===== src/rtl/imem_pkg.sv =====
// Shared types and constants for the instruction memory: FSM states, the NOP
// fill word, RV32I opcode constants, and the fetch address fault rule.
package imem_pkg;

    typedef enum logic {
        LOAD = 1'b0,
        RUN  = 1'b1
    } state_t;

    localparam logic [6:0] OPC_OP_IMM = 7'h13;
    localparam logic [6:0] OPC_OP     = 7'h33;
    localparam logic [6:0] OPC_LOAD   = 7'h03;
    localparam logic [6:0] OPC_STORE  = 7'h23;
    localparam logic [6:0] OPC_BRANCH = 7'h63;
    localparam logic [6:0] OPC_JAL    = 7'h6f;

    // addi x0,x0,0
    localparam logic [31:0] NOP_WORD = {25'd0, OPC_OP_IMM};

    // Misaligned or beyond the array; the full upper address is compared so
    // high bits can never alias onto a valid word.
    function automatic logic addr_fault(input logic [31:0] addr, input int unsigned depth);
        return (addr[1:0] != 2'b00) || (32'(addr[31:2]) >= depth);
    endfunction

endpackage


===== src/rtl/imem_array.sv =====
// Word-wide instruction storage: one write port, one registered read port.
// Contents are never reset; they start out as the fill word.
module imem_array
    import imem_pkg::*;
#(
    parameter int unsigned DEPTH     = 64,
    parameter logic [31:0] INIT_WORD = NOP_WORD,
    parameter int          AW        = $clog2(DEPTH)
) (
    input  logic          clk,
    input  logic          we,
    input  logic [AW-1:0] waddr,
    input  logic [31:0]   wdata,
    input  logic          re,
    input  logic [AW-1:0] raddr,
    output logic [31:0]   rdata
);

    logic [31:0] mem [DEPTH] = '{default: INIT_WORD};

    always_ff @(posedge clk) begin
        if (we) begin
            mem[waddr] <= wdata;
        end
        if (re) begin
            rdata <= mem[raddr];
        end
    end

endmodule


===== src/rtl/instr_mem.sv =====
// Instruction memory with a byte-serial boot loader (LOAD) and a latency-1
// fetch port with response hold and address fault reporting (RUN).
module instr_mem #(
    parameter int unsigned DEPTH     = 64,
    parameter bit          BOOT_LOAD = 1'b1,
    parameter logic [31:0] NOP_WORD  = imem_pkg::NOP_WORD
) (
    input  logic        clk,
    input  logic        reset,
    input  logic        fetch_req,
    input  logic [31:0] fetch_addr,
    output logic        fetch_ready,
    output logic        rsp_valid,
    output logic [31:0] rsp_data,
    output logic        rsp_fault,
    input  logic        rsp_stall,
    input  logic        prog_valid,
    input  logic [7:0]  prog_byte,
    input  logic        prog_last,
    output logic        prog_ready,
    input  logic        prog_start,
    output logic        loading
);
    import imem_pkg::*;

    localparam int AW = $clog2(DEPTH);

    state_t        state;
    logic [AW-1:0] wcnt;
    logic [1:0]    bcnt;
    logic [23:0]   byte_buf;
    logic          start_pend;

    logic          accept;
    logic          fetch_fault;
    logic          prog_fire;
    logic          word_wr;
    logic          last_word;
    logic          start_req;
    logic [31:0]   wr_word;
    logic [31:0]   rd_word;

    assign loading     = (state == LOAD);
    assign prog_ready  = (state == LOAD);
    assign fetch_ready = (state == RUN) && !(rsp_valid && rsp_stall);

    assign accept      = fetch_req && fetch_ready;
    assign fetch_fault = addr_fault(fetch_addr, DEPTH);
    assign prog_fire   = (state == LOAD) && prog_valid;
    assign word_wr     = prog_fire && ((bcnt == 2'd3) || prog_last);
    assign last_word   = (wcnt == AW'(DEPTH - 1));
    assign start_req   = prog_start || start_pend;

    // Lanes above the current byte are still zero, which zero-fills a short final word.
    assign wr_word = {8'h00, byte_buf} | ({24'h0, prog_byte} << {bcnt, 3'b000});

    always_ff @(posedge clk or posedge reset) begin
        if (reset) begin
            state      <= BOOT_LOAD ? LOAD : RUN;
            wcnt       <= '0;
            bcnt       <= '0;
            byte_buf   <= '0;
            start_pend <= 1'b0;
        end else begin
            case (state)
                LOAD: begin
                    if (prog_fire) begin
                        if (word_wr) begin
                            wcnt     <= wcnt + 1'b1;
                            bcnt     <= '0;
                            byte_buf <= '0;
                            if (prog_last || last_word) begin
                                state <= RUN;
                            end
                        end else begin
                            bcnt     <= bcnt + 1'b1;
                            byte_buf <= byte_buf | ({16'h0, prog_byte} << {bcnt, 3'b000});
                        end
                    end
                end
                RUN: begin
                    // A reload request waits until the outstanding response is gone.
                    if (start_req) begin
                        if (!rsp_valid) begin
                            state      <= LOAD;
                            wcnt       <= '0;
                            bcnt       <= '0;
                            byte_buf   <= '0;
                            start_pend <= 1'b0;
                        end else begin
                            start_pend <= 1'b1;
                        end
                    end
                end
                default: state <= RUN;
            endcase
        end
    end

    always_ff @(posedge clk or posedge reset) begin
        if (reset) begin
            rsp_valid <= 1'b0;
            rsp_fault <= 1'b0;
        end else if (accept) begin
            rsp_valid <= 1'b1;
            rsp_fault <= fetch_fault;
        end else if (!rsp_stall) begin
            rsp_valid <= 1'b0;
            rsp_fault <= 1'b0;
        end
    end

    imem_array #(
        .DEPTH     (DEPTH),
        .INIT_WORD (NOP_WORD),
        .AW        (AW)
    ) u_array (
        .clk   (clk),
        .we    (word_wr),
        .waddr (wcnt),
        .wdata (wr_word),
        .re    (accept && !fetch_fault),
        .raddr (fetch_addr[AW+1:2]),
        .rdata (rd_word)
    );

    // The read register only updates on a clean accept, so it holds through a stall.
    assign rsp_data = (rsp_valid && !rsp_fault) ? rd_word : NOP_WORD;

endmodule


===== config.mk =====
export PLATFORM = sky130hd
export DESIGN_NAME = instr_mem
export DESIGN_NICKNAME = d
export VERILOG_FILES = /design/src/rtl/imem_pkg.sv /design/src/rtl/imem_array.sv /design/src/rtl/instr_mem.sv
export SDC_FILE = /design/constraint.sdc
export NUM_CORES = 2
export LEC_CHECK = 0
export ABC_CLOCK_PERIOD_IN_PS = 4500
export BUFFER_PORTS_ARGS = -buffer_cell sky130_fd_sc_hd__buf_2
export CORE_MARGIN = 2
export CORE_UTILIZATION = 57
export DETAILED_ROUTE_END_ITERATION = 8
export PLACE_DENSITY = 0.86
export SYNTH_ARGS = -nofsm -noshare
export SYNTH_HDL_FRONTEND = slang
export SYNTH_SLANG_ARGS = --single-unit

===== constraint.sdc =====
create_clock -name clk -period 4.5 [get_ports clk]
set_clock_uncertainty 0.1 [all_clocks]
set_input_delay 1.35 -clock clk [delete_from_list [all_inputs] [get_ports clk]]
set_output_delay 1.35 -clock clk [all_outputs]
set_load 0.1 [all_outputs]

Yosys cells after proc, flatten, opt, wreduce, memory -nomap -nowiden
Memory sizes are Yosys's and may differ from the RTL's. A register that Yosys moved wholly into a read port is not among the register bits.
Cells that the tools add are included.
{ "word_totals": {"regBits": 36, "latchBits": 0, "ram_bits": 2048, "rom_bits": 0, "in_bits": 47, "out_inout_bits": 37, "word_cells": 68, "memories": 1} }
{ "memory_table": {"columns": ["name", "words", "width", "read_ports", "rd_clocked_by_memory_dff", "write_ports", "line_no", "rtl"], "rows": [
  ["u_array.mem", 64, 32, 1, 1, 1, "imem_array.sv:19", "logic [31:0] mem [DEPTH] = '{default: INIT_WORD};"]
]} }
{ "op_classes": {"add_sub_neg": 2, "n_mul": 0, "div_mod_pow": 0, "magnitude_cmp": 1, "n_eq_ne": 7, "n_shift": 2, "mux": 27, "bitwise_logic": 3, "reduce_logical": 18} }
{ "ops": {"columns": ["op", "count"], "rows": [
  ["two-way mux 24 bit", 4],
  ["one-hot mux 24 bit (2 select lines)", 1],
  ["two-way mux 32 bit", 1],
  ["OR 24 x 32 -> 32 bit", 1],
  ["<< shifter 8 x 5 -> 32 bit", 1],
  [">= comparator 30 x 7 -> 1 bit, second input constant", 1],
  ["two-way mux 6 bit", 4],
  ["OR 24 bit", 1],
  ["<< shifter 8 x 5 -> 24 bit", 1],
  ["one-hot mux 6 bit (2 select lines)", 1],
  ["two-way mux 1 bit", 10],
  ["two-way mux 2 bit", 4],
  ["inequality test 2 x 1 -> 1 bit, second input constant", 4],
  ["logical AND 1 bit", 7],
  ["adder 6 x 1 -> 6 bit, second input constant", 1],
  ["equality test 6 bit, second input constant", 1],
  ["logical OR 1 bit", 4],
  ["one-hot mux 2 bit (2 select lines)", 1],
  ["AND reduction 4 bit", 1],
  ["logical NOT 1 bit", 3],
  ["AND reduction 3 bit", 1],
  ["adder 2 x 1 -> 2 bit, second input constant", 1],
  ["equality test 2 bit, second input constant", 1],
  ["inequality test 2 bit, second input constant", 1],
  ["other kinds (4)", 4]
]} }

Depth between registers and ports, before layout
{ "depth": {"depth_word": 6, "depth_mapped": 9, "depth_no_buf": 6} }

Hierarchy
Synthesis repeated with hierarchy kept, for this count alone.
{ "hier_totals": {"hier_cells": 3550, "area_unflattened_um2": 80965.2} }
{ "modules_own_cells": {"columns": ["module", "n_inst", "cells_each", "area_per_inst_um2", "seq_area_each_um2"], "rows": [
  ["imem_array", 1, 3324, 78835.6, 62459.9],
  ["instr_mem", 1, 226, 2129.5, 900.9]
]} }

Worst setup path after synthesis
OpenSTA, ideal clock, no wires.
{ "synth_timing": {"kind": "input port to flip-flop", "startpoint": "in fetch_addr[22]", "endpoint": "reg u_array.rdata[0], read port of u_array.mem, enable pin", "setup_ns": 0.505, "t_arrival_ns": 5.098, "t_required_ns": 3.895, "setup_slack_ns": -1.203, "path_stages": 2, "n_path_buf": 0, "cell_sequence": "or4_1 > nor4_1"} }
{ "synth_between": {"elab_chain_cells": 4} }
{ "synth_lines": {"columns": ["item", "line_no", "rtl"], "rows": [
  ["start: declaration", "instr_mem.sv:11", "input logic [31:0] fetch_addr,"],
  [">= comparator 30 x 7 -> 1 bit", "imem_pkg.sv:23", "return (addr[1:0] != 2'b00) || (32'(addr[31:2]) >= depth);"],
  ["logical OR 1 bit", "imem_pkg.sv:23", null],
  ["logical NOT 1 bit", "instr_mem.sv:122", ".re (accept && !fetch_fault),"],
  ["logical AND 1 bit", "instr_mem.sv:122", null],
  ["net u_array.re", "imem_array.sv:14", "input logic re,"],
  ["end: declaration", "imem_array.sv:16", "output logic [31:0] rdata"]
]} }
The timed path passes the listed nets, and every way through them passes these cells.
A chain may end at the register's enable or synchronous reset.

Worst setup path in the final report
{ "layout_timing": {"startpoint": "reg rsp_valid", "endpoint": "out rsp_data[16]"} }
{ "layout_between": {"elab_chain_cells": 2} }
{ "layout_lines": {"columns": ["item", "line_no", "rtl"], "rows": [
  ["start: declaration", "instr_mem.sv:13", "output logic rsp_valid,"],
  ["start signal: assignment", "instr_mem.sv:102", "rsp_valid <= 1'b0;"],
  ["start signal: assignment", "instr_mem.sv:105", "rsp_valid <= 1'b1;"],
  ["start signal: assignment", "instr_mem.sv:108", "rsp_valid <= 1'b0;"],
  ["logical AND 1 bit", "instr_mem.sv:128", "assign rsp_data = (rsp_valid && !rsp_fault) ? rd_word : NOP_WORD;"],
  ["two-way mux 32 bit", "instr_mem.sv:128", null],
  ["end: declaration", "instr_mem.sv:14", "output logic [31:0] rsp_data,"]
]} }
No other way between the ends.

==> metrics.cfg <==
[clock_network]
post_cts_resized = 0
clk_pin_slew_worst_paths_ns = 0.07
htree_num_levels = 4
clk_path_buf_depth = 3
cts_setup_buffers = 0
ctsHoldBuffers = 0
cts_sinks = 2116
cts_tree = built
clock_latency_ns = 0.87
cts_made_buffers = 194
cts_root_buffer = clkbuf_16

[die]
core_sq_mm = 0.143
start_util_pct = 57.2
die_area_sq_mm = 0.147
fp.dieW_microns = 383
rows = 139
io_pins = 84
die_y_microns = 383

[setup_path]
worstPathRequired_ns = 3.05
cp_max_fo = 29
cp_data_arrival_time_ns = 2.87
path_buf_inv = 3
endpoint_kind = primary output
cp_cell_sequence = inv_1 -> nor2_2 -> buf_4 -> and2_1 -> buf_2
start_kind = register
critical-path-top-delay-family = buffers and inverters
critical-path-slowest-cell = buf_2
critPathKind = register to primary output
max_stage_delay_ns = 0.46

[placed_design]
portBuffers = 83
place.gp.congestion = 0.867
place_area_sq_mm = 0.0871
dp_hpwl_mm = 124

[sta]
holdWs_ns = 0.447
max_freq_mhz = 231
setup_viol = 0
hold_viol_final = 0
rsz0062_at_grt = no
maxSlewHeadroom_pct = 0.660
period_share_pct = 96.0
tns_ns = 0
worstMarginPinSlew_ns = 1.49
period_needed_ns = 4.32
slew_viol_final = 0

[routing]
drc = 0
routed-via-count = 45729
drt_wl_total_mm = 236
drtIter0Drc = 8721
wl_per_cell_microns = 37.2
first_pass_iters = 8
vias_per_cell = 7.22
antenna_left = 0

[layout]
layout_commonest_cell = edfxtp_1
final_cell_mix = edfxtp_1 (2080), mux4_2 (384), mux2i_1 (224)
area_growth_pct = 14.2
layout.nets = 4317
stdcell_area_sq_mm = 0.0934
drive_gt1_share_pct = 27.3

[logic_synthesis]
yosysSeqAreaShare_pct = 77.4
synth-seq-cells = 2116
synth_fp_nets = 4002
synthCells = 3953
yosysWarnings = 0
ys_types = 44
avgSynthCellArea_sq_um = 20.7
synth_area_sq_mm = 0.0818

[global_routing]
overflow = 0
antenna_found_initial = 11
grt_pass1_wl_mm = 333
track_usage_pct = 32.2
grt_pass1_vias = 45988
grt_max_degree = 132

[power_and_ir_drop]
ir_drop_uv = 366
combPwrFrac_pct = 10.0
p_per_area_mw_per_mm2 = 474
seq_power_share_pct = 52.4
clkPwrFrac_pct = 37.6
p_leak_nw = 30.3
p_int_w = 0.0333
switching_power_w = 0.0110
switching_share_pct = 24.9

[job]
cap_violations = 0

[outcome]
status = complete, no violations

[worst_hold_path]
hold_path_class = register to register

[worst min-delay path: stages (launching register included)]
cell,delay [ns]
dfrtp_1,0.38
nand2_1,0.05
a21boi_0,0.07
[state kept, by name, indices dropped and copies added, names as in the netlist]
signal / count
bcnt: 2
u_array.mem: 2048
u_array.rdata: 32
state: 1
start_pend: 1
wcnt: 6
byte_buf: 24
rsp_fault: 1
rsp_valid: 1
[through the flow]
stage | std cells | setup slack, ns | power, W | util (%)
6_report | 6336 | 0.178 | 0.0443 | 65.3
5_1_grt | 6334 | 0.0858 | 0.0450 | 65.3
4_1_cts | 6333 | 0.192 | 0.0440 | 65.3
3_5_place_dp | 5974 | 0.113 | 0.0277 | 60.9
3_3_place_gp | 5974 | 0.111 | 0.0274 | 60.9
2_1_floorplan | 3953 | 0.147 | 0.0258 | -
[Yosys cell counts]
cell type	instances	area share (%)
a211oi_1	96	0.88
a21boi_0	24	0.22
a21o_1	24	0.22
a21oi_1	69	0.42
a22oi_1	32	0.29
a311oi_1	32	0.34
a31oi_1	1	0.0077
a32o_1	1	0.012
and2_1	33	0.25
and3_1	8	0.061
buf_1	17	0.078
buf_2	92	0.56
buf_4	13	0.12
buf_6	23	0.32
clkbuf_1	89	0.41
dfrtp_1	36	1.1
edfxtp_1	2080	76
ha_1	2	0.031
inv_1	4	0.018
mux2_2	96	1.3
mux2i_1	224	2.7
mux4_2	384	11
nand2_1	108	0.50
nand2b_1	3	0.023
nand2b_4	1	0.017
nand3_1	6	0.037
nand3b_1	2	0.018
nand4_1	2	0.015
nor2_1	158	0.72
nor2b_1	75	0.57
nor4_1	6	0.046
o2111ai_1	32	0.34
o211a_1	17	0.21
o21ai_0	51	0.31
o21ai_1	34	0.21
o21bai_1	1	0.0092
o22ai_1	32	0.24
o31ai_1	32	0.29
or2_1	1	0.0077
or2_2	1	0.0077
or3_1	5	0.038
or3b_2	2	0.021
or4_1	1	0.0092
xor2_1	3	0.032
[final cells by class]
cell class                      count  area, sq um
Inverter                            4         15.0
Sequential cell                  2116        63400
Antenna cell                        2         5.00
Multi-Input combinational cell   1599        17800
Clock inverter                    126         1240
Tap cell                         1903         2380
Clock buffer                      233         5050
Fill cell                        8253        49500
Timing Repair Buffer              353         3560
[power groups by stage]
stage               logic [W]  clock network, W  registers [W]
finish                0.00441            0.0167         0.0232
global route          0.00447            0.0173         0.0232
CTS                   0.00422            0.0166         0.0232
detailed placement    0.00410                 0         0.0236
global placement      0.00387                 0         0.0236
floorplan             0.00226                 0         0.0236
[routing by layer]
metal	part of all wire [%]	wire, microns	GRT usage [%]	up-vias
li1	-	-	-	16949
met1	31	72900	40.4	22896
met2	46	108000	49.2	4811
met3	16	37400	11.0	1061
met4	7.2	17000	18.9	12
met5	0.035	83	0	-
[cell families after synthesis]
family | count (synthesis) | synth area share, %
XOR/XNOR | 3 | 0.0321
multiplexers | 704 | 14.6
adder cells (fa/ha/maj) | 2 | 0.0306
buffers and inverters | 238 | 1.50
flip-flops | 2116 | 77.4
AO/OA/AOI/OAI | 478 | 4.02
AND/OR/NAND/NOR | 412 | 2.35
[worst paths after layout]
path / from / end / slack [ns] / cells past startpoint
worst max-delay path: rsp_valid / rsp_data[16] / 0.18 / 5
worst min-delay path: byte_buf[12] / byte_buf[12] / 0.45 / 2
worst max register to register: state / u_array.mem[63][2] / 0.97 / 6
worst min register to register: byte_buf[12] / byte_buf[12] / 0.45 / 2
max in group asynchronous: reset / byte_buf[3] / 3.41 / 3
min in group asynchronous: reset / rsp_valid / 0.49 / 3
Power figures use the tool's default switching activity.
